### src/rtl/uart_pkg.sv
// uart_pkg: types and constants shared by the UART receiver and transmitter.
//
// Contents:
//   rx_state_t           receiver FSM state encoding
//   DEFAULT_CLKS_PER_BIT default bit period in clock cycles
//   DATA_BITS            payload bits per frame (8N1)
//   half_bit()           cycles from a detected start edge to mid-start-bit
package uart_pkg;

  typedef enum logic [2:0] {
    IDLE      = 3'd0,
    START     = 3'd1,
    DATA      = 3'd2,
    STOP      = 3'd3,
    WAIT_IDLE = 3'd4
  } rx_state_t;

  localparam int DEFAULT_CLKS_PER_BIT = 87;
  localparam int DATA_BITS            = 8;

  // Mid-bit offset. Truncating division keeps the sample point at or just
  // before the true centre for odd bit periods.
  function automatic int half_bit(input int clks_per_bit);
    return clks_per_bit / 2;
  endfunction

endpackage

### src/rtl/sync_2ff.sv
// sync_2ff: single-bit two-flop synchroniser for asynchronous inputs.
//
// Parameters:
//   RESET_VAL  value both flops take during reset (use the input's idle level)
// Ports:
//   clk_i   input  1  destination clock
//   srst_i  input  1  synchronous active-high reset
//   d_i     input  1  asynchronous input
//   q_o     output 1  synchronised output, lags d_i by two clock edges
module sync_2ff #(
  parameter logic RESET_VAL = 1'b1
) (
  input  logic clk_i,
  input  logic srst_i,
  input  logic d_i,
  output logic q_o
);

  logic meta_q;
  logic sync_q;

  always_ff @(posedge clk_i) begin
    if (srst_i) begin
      meta_q <= RESET_VAL;
      sync_q <= RESET_VAL;
    end else begin
      meta_q <= d_i;
      sync_q <= meta_q;
    end
  end

  assign q_o = sync_q;

endmodule

### src/rtl/uart_rx.sv
// uart_rx: 8N1 UART receiver. Deserialises the RX line into bytes and holds
// the last good byte until the consumer acknowledges it.
//
// Parameters:
//   CLKS_PER_BIT  clock cycles per serial bit (>= 4)
// Ports:
//   CLK        input  1  system clock, posedge
//   reset      input  1  synchronous active-high reset
//   Rx         input  1  asynchronous serial line, idle high
//   rd_ack     input  1  consumer took out_data; clears out_valid
//   out_data   output 8  last good received byte
//   out_valid  output 1  level: unread byte held in out_data
//   rx_busy    output 1  frame in progress (state != IDLE)
//   frame_err  output 1  one-cycle pulse when the stop bit is sampled low
//   overrun    output 1  sticky: byte delivered while previous one unread
module uart_rx
  import uart_pkg::*;
#(
  parameter int CLKS_PER_BIT = DEFAULT_CLKS_PER_BIT
) (
  input  logic                 CLK,
  input  logic                 reset,
  input  logic                 Rx,
  input  logic                 rd_ack,
  output logic [DATA_BITS-1:0] out_data,
  output logic                 out_valid,
  output logic                 rx_busy,
  output logic                 frame_err,
  output logic                 overrun
);

  localparam int HALF_BIT = half_bit(CLKS_PER_BIT);
  localparam int CNT_W    = $clog2(CLKS_PER_BIT);
  localparam int IDX_W    = $clog2(DATA_BITS);

  localparam logic [CNT_W-1:0] HALF_LAST = CNT_W'(HALF_BIT - 1);
  localparam logic [CNT_W-1:0] BIT_LAST  = CNT_W'(CLKS_PER_BIT - 1);
  localparam logic [IDX_W-1:0] IDX_LAST  = IDX_W'(DATA_BITS - 1);

  // Synchronised line; idle-high reset value so reset never looks like a
  // start bit.
  logic rx_s;

  sync_2ff #(
    .RESET_VAL (1'b1)
  ) u_rx_sync (
    .clk_i  (CLK),
    .srst_i (reset),
    .d_i    (Rx),
    .q_o    (rx_s)
  );

  rx_state_t            state_q, state_d;
  logic [CNT_W-1:0]     cnt_q,   cnt_d;
  logic [IDX_W-1:0]     idx_q,   idx_d;
  logic [DATA_BITS-1:0] shift_q, shift_d;
  logic [DATA_BITS-1:0] data_q,  data_d;
  logic                 valid_q, valid_d;
  logic                 ferr_q,  ferr_d;
  logic                 ovr_q,   ovr_d;

  always_ff @(posedge CLK) begin
    if (reset) begin
      state_q <= IDLE;
      cnt_q   <= '0;
      idx_q   <= '0;
      shift_q <= '0;
      data_q  <= '0;
      valid_q <= 1'b0;
      ferr_q  <= 1'b0;
      ovr_q   <= 1'b0;
    end else begin
      state_q <= state_d;
      cnt_q   <= cnt_d;
      idx_q   <= idx_d;
      shift_q <= shift_d;
      data_q  <= data_d;
      valid_q <= valid_d;
      ferr_q  <= ferr_d;
      ovr_q   <= ovr_d;
    end
  end

  always_comb begin
    state_d = state_q;
    cnt_d   = cnt_q;
    idx_d   = idx_q;
    shift_d = shift_q;
    data_d  = data_q;
    valid_d = valid_q;
    ferr_d  = 1'b0;
    ovr_d   = ovr_q;

    // Acknowledge clears the held byte; a delivery below in the same cycle
    // overrides this, so the new byte is never lost.
    if (rd_ack) begin
      valid_d = 1'b0;
    end

    case (state_q)
      IDLE: begin
        cnt_d = '0;
        if (!rx_s) begin
          state_d = START;
        end
      end

      START: begin
        if (cnt_q == HALF_LAST) begin
          cnt_d = '0;
          idx_d = '0;
          // Line back high at mid-start means a glitch, not a frame.
          state_d = rx_s ? IDLE : DATA;
        end else begin
          cnt_d = cnt_q + CNT_W'(1);
        end
      end

      DATA: begin
        if (cnt_q == BIT_LAST) begin
          cnt_d          = '0;
          shift_d[idx_q] = rx_s;
          if (idx_q == IDX_LAST) begin
            state_d = STOP;
          end else begin
            idx_d = idx_q + IDX_W'(1);
          end
        end else begin
          cnt_d = cnt_q + CNT_W'(1);
        end
      end

      STOP: begin
        if (cnt_q == BIT_LAST) begin
          cnt_d = '0;
          if (rx_s) begin
            data_d  = shift_q;
            valid_d = 1'b1;
            if (valid_q && !rd_ack) begin
              ovr_d = 1'b1;
            end
            // Returning to IDLE at mid-stop leaves half a bit of margin to
            // catch a start bit that immediately follows.
            state_d = IDLE;
          end else begin
            ferr_d  = 1'b1;
            state_d = WAIT_IDLE;
          end
        end else begin
          cnt_d = cnt_q + CNT_W'(1);
        end
      end

      WAIT_IDLE: begin
        // A held-low (break) line must go high before a new start edge
        // can be recognised.
        cnt_d = '0;
        if (rx_s) begin
          state_d = IDLE;
        end
      end

      default: begin
        state_d = IDLE;
        cnt_d   = '0;
      end
    endcase
  end

  assign out_data  = data_q;
  assign out_valid = valid_q;
  assign rx_busy   = (state_q != IDLE);
  assign frame_err = ferr_q;
  assign overrun   = ovr_q;

endmodule

### config.mk
export PLATFORM = sky130hd
export DESIGN_NAME = uart_rx
export DESIGN_NICKNAME = d
export VERILOG_FILES = /design/src/rtl/uart_pkg.sv /design/src/rtl/sync_2ff.sv /design/src/rtl/uart_rx.sv
export SDC_FILE = /design/constraint.sdc
export NUM_CORES = 1
export LEC_CHECK = 0
export CAP_MARGIN = 10
export CORE_UTILIZATION = 59
export DETAILED_ROUTE_END_ITERATION = 10
export GPL_TIMING_DRIVEN = 1
export HOLD_SLACK_MARGIN = 0.08
export PLACE_DENSITY = 0.83
export SKIP_CTS_REPAIR_TIMING = 1
export SYNTH_ARGS = -nofsm -noshare
export SYNTH_HDL_FRONTEND = slang
export SYNTH_SLANG_ARGS = --single-unit
### constraint.sdc
create_clock -name CLK -period 2.97 [get_ports CLK]
set_clock_uncertainty 0.2 [all_clocks]
set_input_delay 0.594 -clock CLK [delete_from_list [all_inputs] [get_ports CLK]]
set_output_delay 0.594 -clock CLK [all_outputs]
set_load 0.02 [all_outputs]
==> metrics.txt, run 1 <==
status=finished clean; clock slew at reported path FFs=110 ps; non-filler instance count after layout=207; commonest non-fill, non-tap cells in the layout=dfxtp_1, nor2_1, mux2i_1; largest area contributor in the netlist=dfxtp_1; clock latency on the worst-skew pair=340 ps; count of cell types in the netlist=37; Post-Syn Instances=159; startpoint types=register; post-DP HPWL=2.03 mm; drt drc=0; number of global-route vias before repair=1031; post-route ant nets=0; Setup-failing EPs final=0; WS Path Type=register to output port; largest net degree at the start of global routing=23; global-route wire length before repair=4.72 mm; Synth area leaders=dfxtp_1, mux2i_1, nand2b_1; GR Util met3=0.0862; Site Rows=18; Pwr Density=449 nW/um^2; Slew Limit Fails=0; gp weighted congestion=0.828; met2 usage=0.367; max-cap check violation count=0; syn avg cell area=9.67 um^2; worst-path cell chain=or3_1, clkdlybuf4s50_1; CTS max path bufs=2; commonest non-fill, non-tap cell in the layout=dfxtp_1; fraction of registers with async set/reset=0; Syn Nets=167; #FFs+latches synth=34; period utilization=0.845; CTS tree=done; total track usage=0.245; layer with the highest usage=met2; io pins=16; RSZ-0062 raised after global routing=no; CP peak stage delay=550 ps; wire per inst=13.6 um; Required @ worst endpoint=2180 ps; worst setup path start=state_q[1]$_SDFFE_PP0P_; Min Clock Period, post-route=2510 ps; die width=53.1 um; setup TNS=0 ps; GRT overflow=0; worst hold path type=register to register; Initial Utilization=0.621; Final Hold Viols=0; Crit path arrival time=1720 ps; EDFF count, synth=0; critical path fanouts, max=10; DRT Pass-1 Iters=4; Worst slew margin=0.670; PortBufs=15; Worst R2R End=idx_q[2]$_SDFFE_PP0P_; placed instance count=199; clock sinks=34; Synthesis Warnings=0; CTS HTree Levels=2; post-synth top area share=0.443; Layout area overhead=16.0%; die area=2810 um^2; Most used DFF post-synth=dfxtp_1; R2R depth=5; Antenna diodes=0; M1 GR Usage=0.304; sequential area share after synthesis=0.443; Num CTS Buffers=5; Worst setup EP type=output port; share of layout cells above drive strength 1=0.102; vias per inst=5.57; RR Startpoint=idx_q[0]$_SDFFE_PP0P_; Slowest-stage cell, CP=clkdlybuf4s50_1; Fmax=0.399 GHz; peak supply drop=380 uV; Leakage=0.650 nW; cell area after synthesis=1540 um^2; worst setup path end=rx_busy; flop2flop setup slack=1030 ps; CTS Root Cell=clkbuf_4; Routed WL=2.82 mm; initial antenna violation count=0; Final nets=184; vias=1154; Die H=53.1 um; DRT iter0 DRCs=18; core area=2480 um^2; actual slew at the worst max-slew pin=492 ps
worst min-delay path by stage:
stage,to,start,cells past startpoint,slack (ps)
5_1_grt,u_rx_sync.q_o$_SDFF_PP1_,u_rx_sync.meta_q$_SDFF_PP1_,1,240
2_1_floorplan,u_rx_sync.q_o$_SDFF_PP1_,u_rx_sync.meta_q$_SDFF_PP1_,1,190
3_3_place_gp,u_rx_sync.q_o$_SDFF_PP1_,u_rx_sync.meta_q$_SDFF_PP1_,1,210
6_report,u_rx_sync.q_o$_SDFF_PP1_,u_rx_sync.meta_q$_SDFF_PP1_,1,210
4_1_cts,u_rx_sync.q_o$_SDFF_PP1_,u_rx_sync.meta_q$_SDFF_PP1_,1,220
3_5_place_dp,u_rx_sync.q_o$_SDFF_PP1_,u_rx_sync.meta_q$_SDFF_PP1_,1,200
flip-flops by register name, indices dropped and copies added, names as in the netlist:
signal	flops
shift_q	8
u_rx_sync.q_o	1
frame_err	1
out_data	8
u_rx_sync.meta_q	1
out_valid	1
idx_q	3
overrun	1
cnt_q	7
state_q	3
cell type report:
| cell class | instances | area [um^2] |
|---|---|---|
| clock buffer | 8 | 78.8 |
| fill | 191 | 693 |
| inverter | 4 | 15.0 |
| multi-input combinational | 114 | 807 |
| sequential | 34 | 681 |
| tap | 30 | 37.5 |
| timing repair buffer | 17 | 165 |
routing by layer:
metal | vias up | wire, um
li1 | 586 | -
met1 | 537 | 1340
met2 | 22 | 1290
met3 | 9 | 106
met4 | 0 | 84
met5 | - | 0
cell families (layout without fill, tap and decap cells):
kind of cell               after synthesis  after routing  synth area share
and+or+nand+nor                         75             75             0.281
AOI/OAI and AO/OA                       11             11            0.0594
adders and majority gates                4              4            0.0325
DFF                                     34             34             0.443
muxes                                   19             19             0.124
xor gates and xnor gates                 5              5            0.0285
buffers and inverters                   11             29            0.0325
metrics by stage:
stage	util	area, um^2	worst slack (ps)	hold WS, ps	total power [mW]
6_report	0.720	1780	461	211	0.802
5_1_grt	0.720	1780	395	242	0.831
4_1_cts	0.720	1780	442	218	0.809
3_5_place_dp	0.688	1710	837	199	0.497
3_3_place_gp	0.688	1710	866	207	0.496
2_1_floorplan	-	1540	1240	189	0.486
synthesized netlist by cell type, types with 2 or more instances:
master / number
nor3_1: 2
nand2b_1: 14
clkbuf_1: 4
buf_4: 2
nand3_1: 6
xor2_1: 2
inv_1: 4
xnor2_1: 3
mux2i_1: 19
nor2_1: 23
nand3b_1: 2
nand4b_1: 4
or2_2: 3
a21oi_1: 2
nand2_1: 6
dfxtp_1: 34
or3_1: 3
ha_1: 4
o21ai_0: 2
and3_1: 2
nand4_1: 2
where the power goes:
group          switching [mW]  total (mW)  internal [mW]
combinational          0.0132      0.0255         0.0123
clock                   0.154       0.316          0.162
sequential            0.00245       0.461          0.458
critical path, delay by kind of cell, from the launching register on:
kind                   cells  cell delay (ps)
buffers and inverters      1              550
DFF                        1              420
and+or+nand+nor            1              400
No activity file was read; power rests on OpenSTA's default activity.
==> run 2: changes to the inputs <==
- CORE_UTILIZATION: 59 -> 55
- PLACE_DENSITY: 0.83 -> 0.78
- clock period: 2.97 -> 2.55 ns (I/O delays scaled with it)
==> metrics.txt, run 2 (synthesis gave the netlist of run 1 again) <==
total track usage=0.218; Site Rows=18; Worst slew margin=0.681; DRT Pass-1 Iters=4; startpoint types=register; CTS tree=done; post-DP HPWL=1.95 mm; PortBufs=15; Power Total=0.968 mW; Min Clock Period, post-route=2460 ps; initial antenna violation count=0; Required @ worst endpoint=1840 ps; Antenna diodes=0; clock latency on the worst-skew pair=330 ps; post-route ant nets=0; commonest non-fill, non-tap cells in the layout=dfxtp_1, nor2_1, mux2i_1; share of layout cells above drive strength 1=0.0966; Leakage=0.650 nW; Die H=54.9 um; max-cap check violation count=0; number of global-route vias before repair=1006; period utilization=0.963; clock sinks=34; peak supply drop=437 uV; Initial Utilization=0.599; RR Startpoint=idx_q[0]$_SDFFE_PP0P_; Layout area overhead=16.2%; wire per inst=13.5 um; gp weighted congestion=0.800; WS Path Type=register to output port; Fmax=0.407 GHz; Final Util=0.696; vias=1150; Crit path arrival time=1750 ps; Layout fillers=224; worst setup path start=state_q[1]$_SDFFE_PP0P_; CTS Root Cell=clkbuf_4; Worst R2R End=idx_q[2]$_SDFFE_PP0P_; CP peak stage delay=550 ps; Num CTS Buffers=5; Worst setup EP type=output port; critical path fanouts, max=10; io pins=16; setup TNS=0 ps; Pwr Density=542 nW/um^2; flop2flop setup slack=620 ps; drt drc=0; Final nets=184; Worst Hold End=u_rx_sync.q_o$_SDFF_PP1_; CTS max path bufs=2; vias per inst=5.58; hold_sp=u_rx_sync.meta_q$_SDFF_PP1_; commonest non-fill, non-tap cell in the layout=dfxtp_1; final instance area=1790 um^2; largest net degree at the start of global routing=21; actual slew at the worst max-slew pin=475 ps; Slew Limit Fails=0; clock slew at reported path FFs=100 ps; die width=54.9 um; DRT iter0 DRCs=27; core area=2570 um^2; RSZ-0062 raised after global routing=no; CTS HTree Levels=2; status=finished clean; worst-path cell chain=or3_1, clkdlybuf4s50_1; WHS Path Cells=1; Setup-failing EPs final=0; GRT overflow=0; R2R depth=5; die area=3010 um^2; Final Hold Viols=0; Slowest-stage cell, CP=clkdlybuf4s50_1; global-route wire length before repair=4.46 mm; post-placement cell area=1710 um^2; Routed WL=2.78 mm; worst hold path type=register to register
[run 2: cell types whose count changed in the layout (fill, tap and decap cells not counted)]
cell,change
bufinv_16,+1
clkbuf_8,-2
[run 2: worst max path at each step]
stage | to | slack, ps | cells after the start
5_1_grt | rx_busy | 50 | 2
2_1_floorplan | idx_q[0]$_SDFFE_PP0P_ | 820 | 5
3_3_place_gp | rx_busy | 520 | 2
6_report | rx_busy | 90 | 2
4_1_cts | rx_busy | 90 | 2
3_5_place_dp | rx_busy | 470 | 2
[run 2: cell type report]
cell class / instances / area, um^2 / share of cell area
Clock buffer: 6 / 51.3 / 0.0287
Clock inverter: 1 / 30.0 / 0.0168
Inverter: 4 / 15.0 / 0.00840
Multi-Input combinational cell: 114 / 807 / 0.452
Sequential cell: 34 / 681 / 0.381
Tap cell: 30 / 37.5 / 0.0210
Timing Repair Buffer: 17 / 165 / 0.0924
[run 2: critical path, delay by kind of cell, from the launching register on]
| family | cells | cell delay [ps] |
|---|---|---|
| AND/OR/NAND/NOR | 1 | 420 |
| buffers and inverters | 1 | 550 |
| flip-flops | 1 | 440 |
[run 2: metrics by stage]
| step | hold WS (ps) | instances | worst slack, ps |
|---|---|---|---|
| after floorplan | 189 | 159 | 822 |
| after global placement | 192 | 199 | 522 |
| after detailed placement | 202 | 199 | 473 |
| after CTS | 224 | 206 | 87.4 |
| after global routing | 258 | 206 | 45.5 |
| final | 221 | 206 | 94.5 |
[run 2: per-layer routing]
metal / track usage / up-vias / share of wire
met5: 0 / - / 0
met4: 0.0769 / 0 / 0.0097
met3: 0.0833 / 2 / 0.033
met2: 0.359 / 18 / 0.48
met1: 0.255 / 545 / 0.47
li1: - / 585 / -
[run 2: power breakdown]
part | switching, mW | internal, mW | leakage [nW]
clock network | 0.174 | 0.228 | 0.0443
logic | 0.0154 | 0.0144 | 0.331
registers | 0.00306 | 0.534 | 0.274
==> run 3: changes to the inputs <==
- ABC_AREA: unset -> 0
- CORE_ASPECT_RATIO: unset -> 0.9
==> metrics.txt, run 3 (synthesis gave the netlist of run 1 again) <==
status=finished, violations left; failing checks=DRC; Antenna diodes=0; die area=3010 um^2; drt drc=1; total track usage=0.207; setup slack after layout=128 ps; Fmax=0.413 GHz; R2R depth=5; CP Depth=2; clock latency on the worst-skew pair=340 ps; io pins=16; worst setup path start=state_q[1]$_SDFFE_PP0P_; critical path fanouts, max=10; worst hold path type=register to register; PortBufs=15; RR Startpoint=idx_q[0]$_SDFFE_PP0P_; Die H=52.2 um; CTS max path bufs=2; commonest non-fill, non-tap cell in the layout=dfxtp_1; CTS HTree Levels=2; worst-path cell chain=or3_1, clkdlybuf4s50_1; vias per inst=5.64; largest net degree at the start of global routing=12; clock sinks=34; Pwr Density=498 nW/um^2; Initial Utilization=0.602; Num CTS Buffers=5; global-route wire length before repair=4.55 mm; core area=2550 um^2; CP bufs+invs=1; Crit path arrival time=1710 ps; actual slew at the worst max-slew pin=492 ps; Layout area overhead=15.4%; GRT overflow=0; Leakage=0.645 nW; number of global-route vias before repair=1036; startpoint types=register; WS Path Type=register to output port; clock slew at reported path FFs=110 ps; post-DP HPWL=1.94 mm; share of layout cells above drive strength 1=0.107; Worst slew margin=0.670; Min Clock Period, post-route=2420 ps; Slowest-stage cell, CP=clkdlybuf4s50_1; Top delay family on crit path=buffers and inverters; Setup-failing EPs final=0; CP peak stage delay=540 ps; Site Rows=17; hold_sp=u_rx_sync.meta_q$_SDFF_PP1_; Required @ worst endpoint=1840 ps; period utilization=0.950; Final Hold Viols=0; peak supply drop=386 uV; Layout fillers=207; WHS Path Cells=1; commonest non-fill, non-tap cells in the layout=dfxtp_1, nor2_1, mux2i_1; DRT iter0 DRCs=48; setup TNS=0 ps; Worst setup EP type=output port; max-cap check violation count=0; post-route ant nets=0; CTS Root Cell=clkbuf_4; vias=1161; die width=57.7 um; wire per inst=12.9 um; CTS tree=done; Setup WS pre-CTS=433 ps; DRT Pass-1 Iters=10; Slew Limit Fails=0; RSZ-0062 raised after global routing=no; Routed WL=2.66 mm; gp weighted congestion=0.780; Final nets=185; initial antenna violation count=0
==> run 3: final timing paths <==
kind                                                 end  slack, ps
worst min register to register  u_rx_sync.q_o$_SDFF_PP1_        240
worst max-delay path                             rx_busy        130
worst max register to register     idx_q[1]$_SDFFE_PP0P_        600
worst min-delay path            u_rx_sync.q_o$_SDFF_PP1_        240
==> run 3: report_power, final <==
part / switching, mW / internal [mW]
Clock: 0.184 / 0.132
Combinational: 0.0153 / 0.0154
Sequential: 0.00307 / 0.534
==> run 3: routing by layer <==
layer	wire length, um	vias up	global-route usage	share of wire
met1	1310	542	0.255	0.49
met3	119	8	0.0871	0.045
li1	-	584	-	-
met4	51	0	0.0952	0.019
met5	0	-	0	0
met2	1180	27	0.314	0.44
==> run 3: layout make-up <==
type                       instances  area (um^2)  area share
timing repair buffer              18          173      0.0973
sequential                        34          681       0.384
tap                               28         35.0      0.0197
inverter                           4         15.0     0.00846
multi-input combinational        114          807       0.455
clock buffer                       6         51.3      0.0289
clock inverter                     2         12.5     0.00705
==> run 3: stage by stage <==
| step | instances | cell area (um^2) | power (mW) | hold WS (ps) | util |
|---|---|---|---|---|---|
| 5_1_grt | 206 | 1770 | 0.926 | 254 | 0.695 |
| 2_1_floorplan | 159 | 1540 | 0.567 | 189 | - |
| 3_3_place_gp | 198 | 1710 | 0.579 | 193 | 0.670 |
| 4_1_cts | 206 | 1770 | 0.895 | 238 | 0.695 |
| 3_5_place_dp | 198 | 1710 | 0.580 | 213 | 0.670 |
| 6_report | 206 | 1770 | 0.884 | 242 | 0.695 |
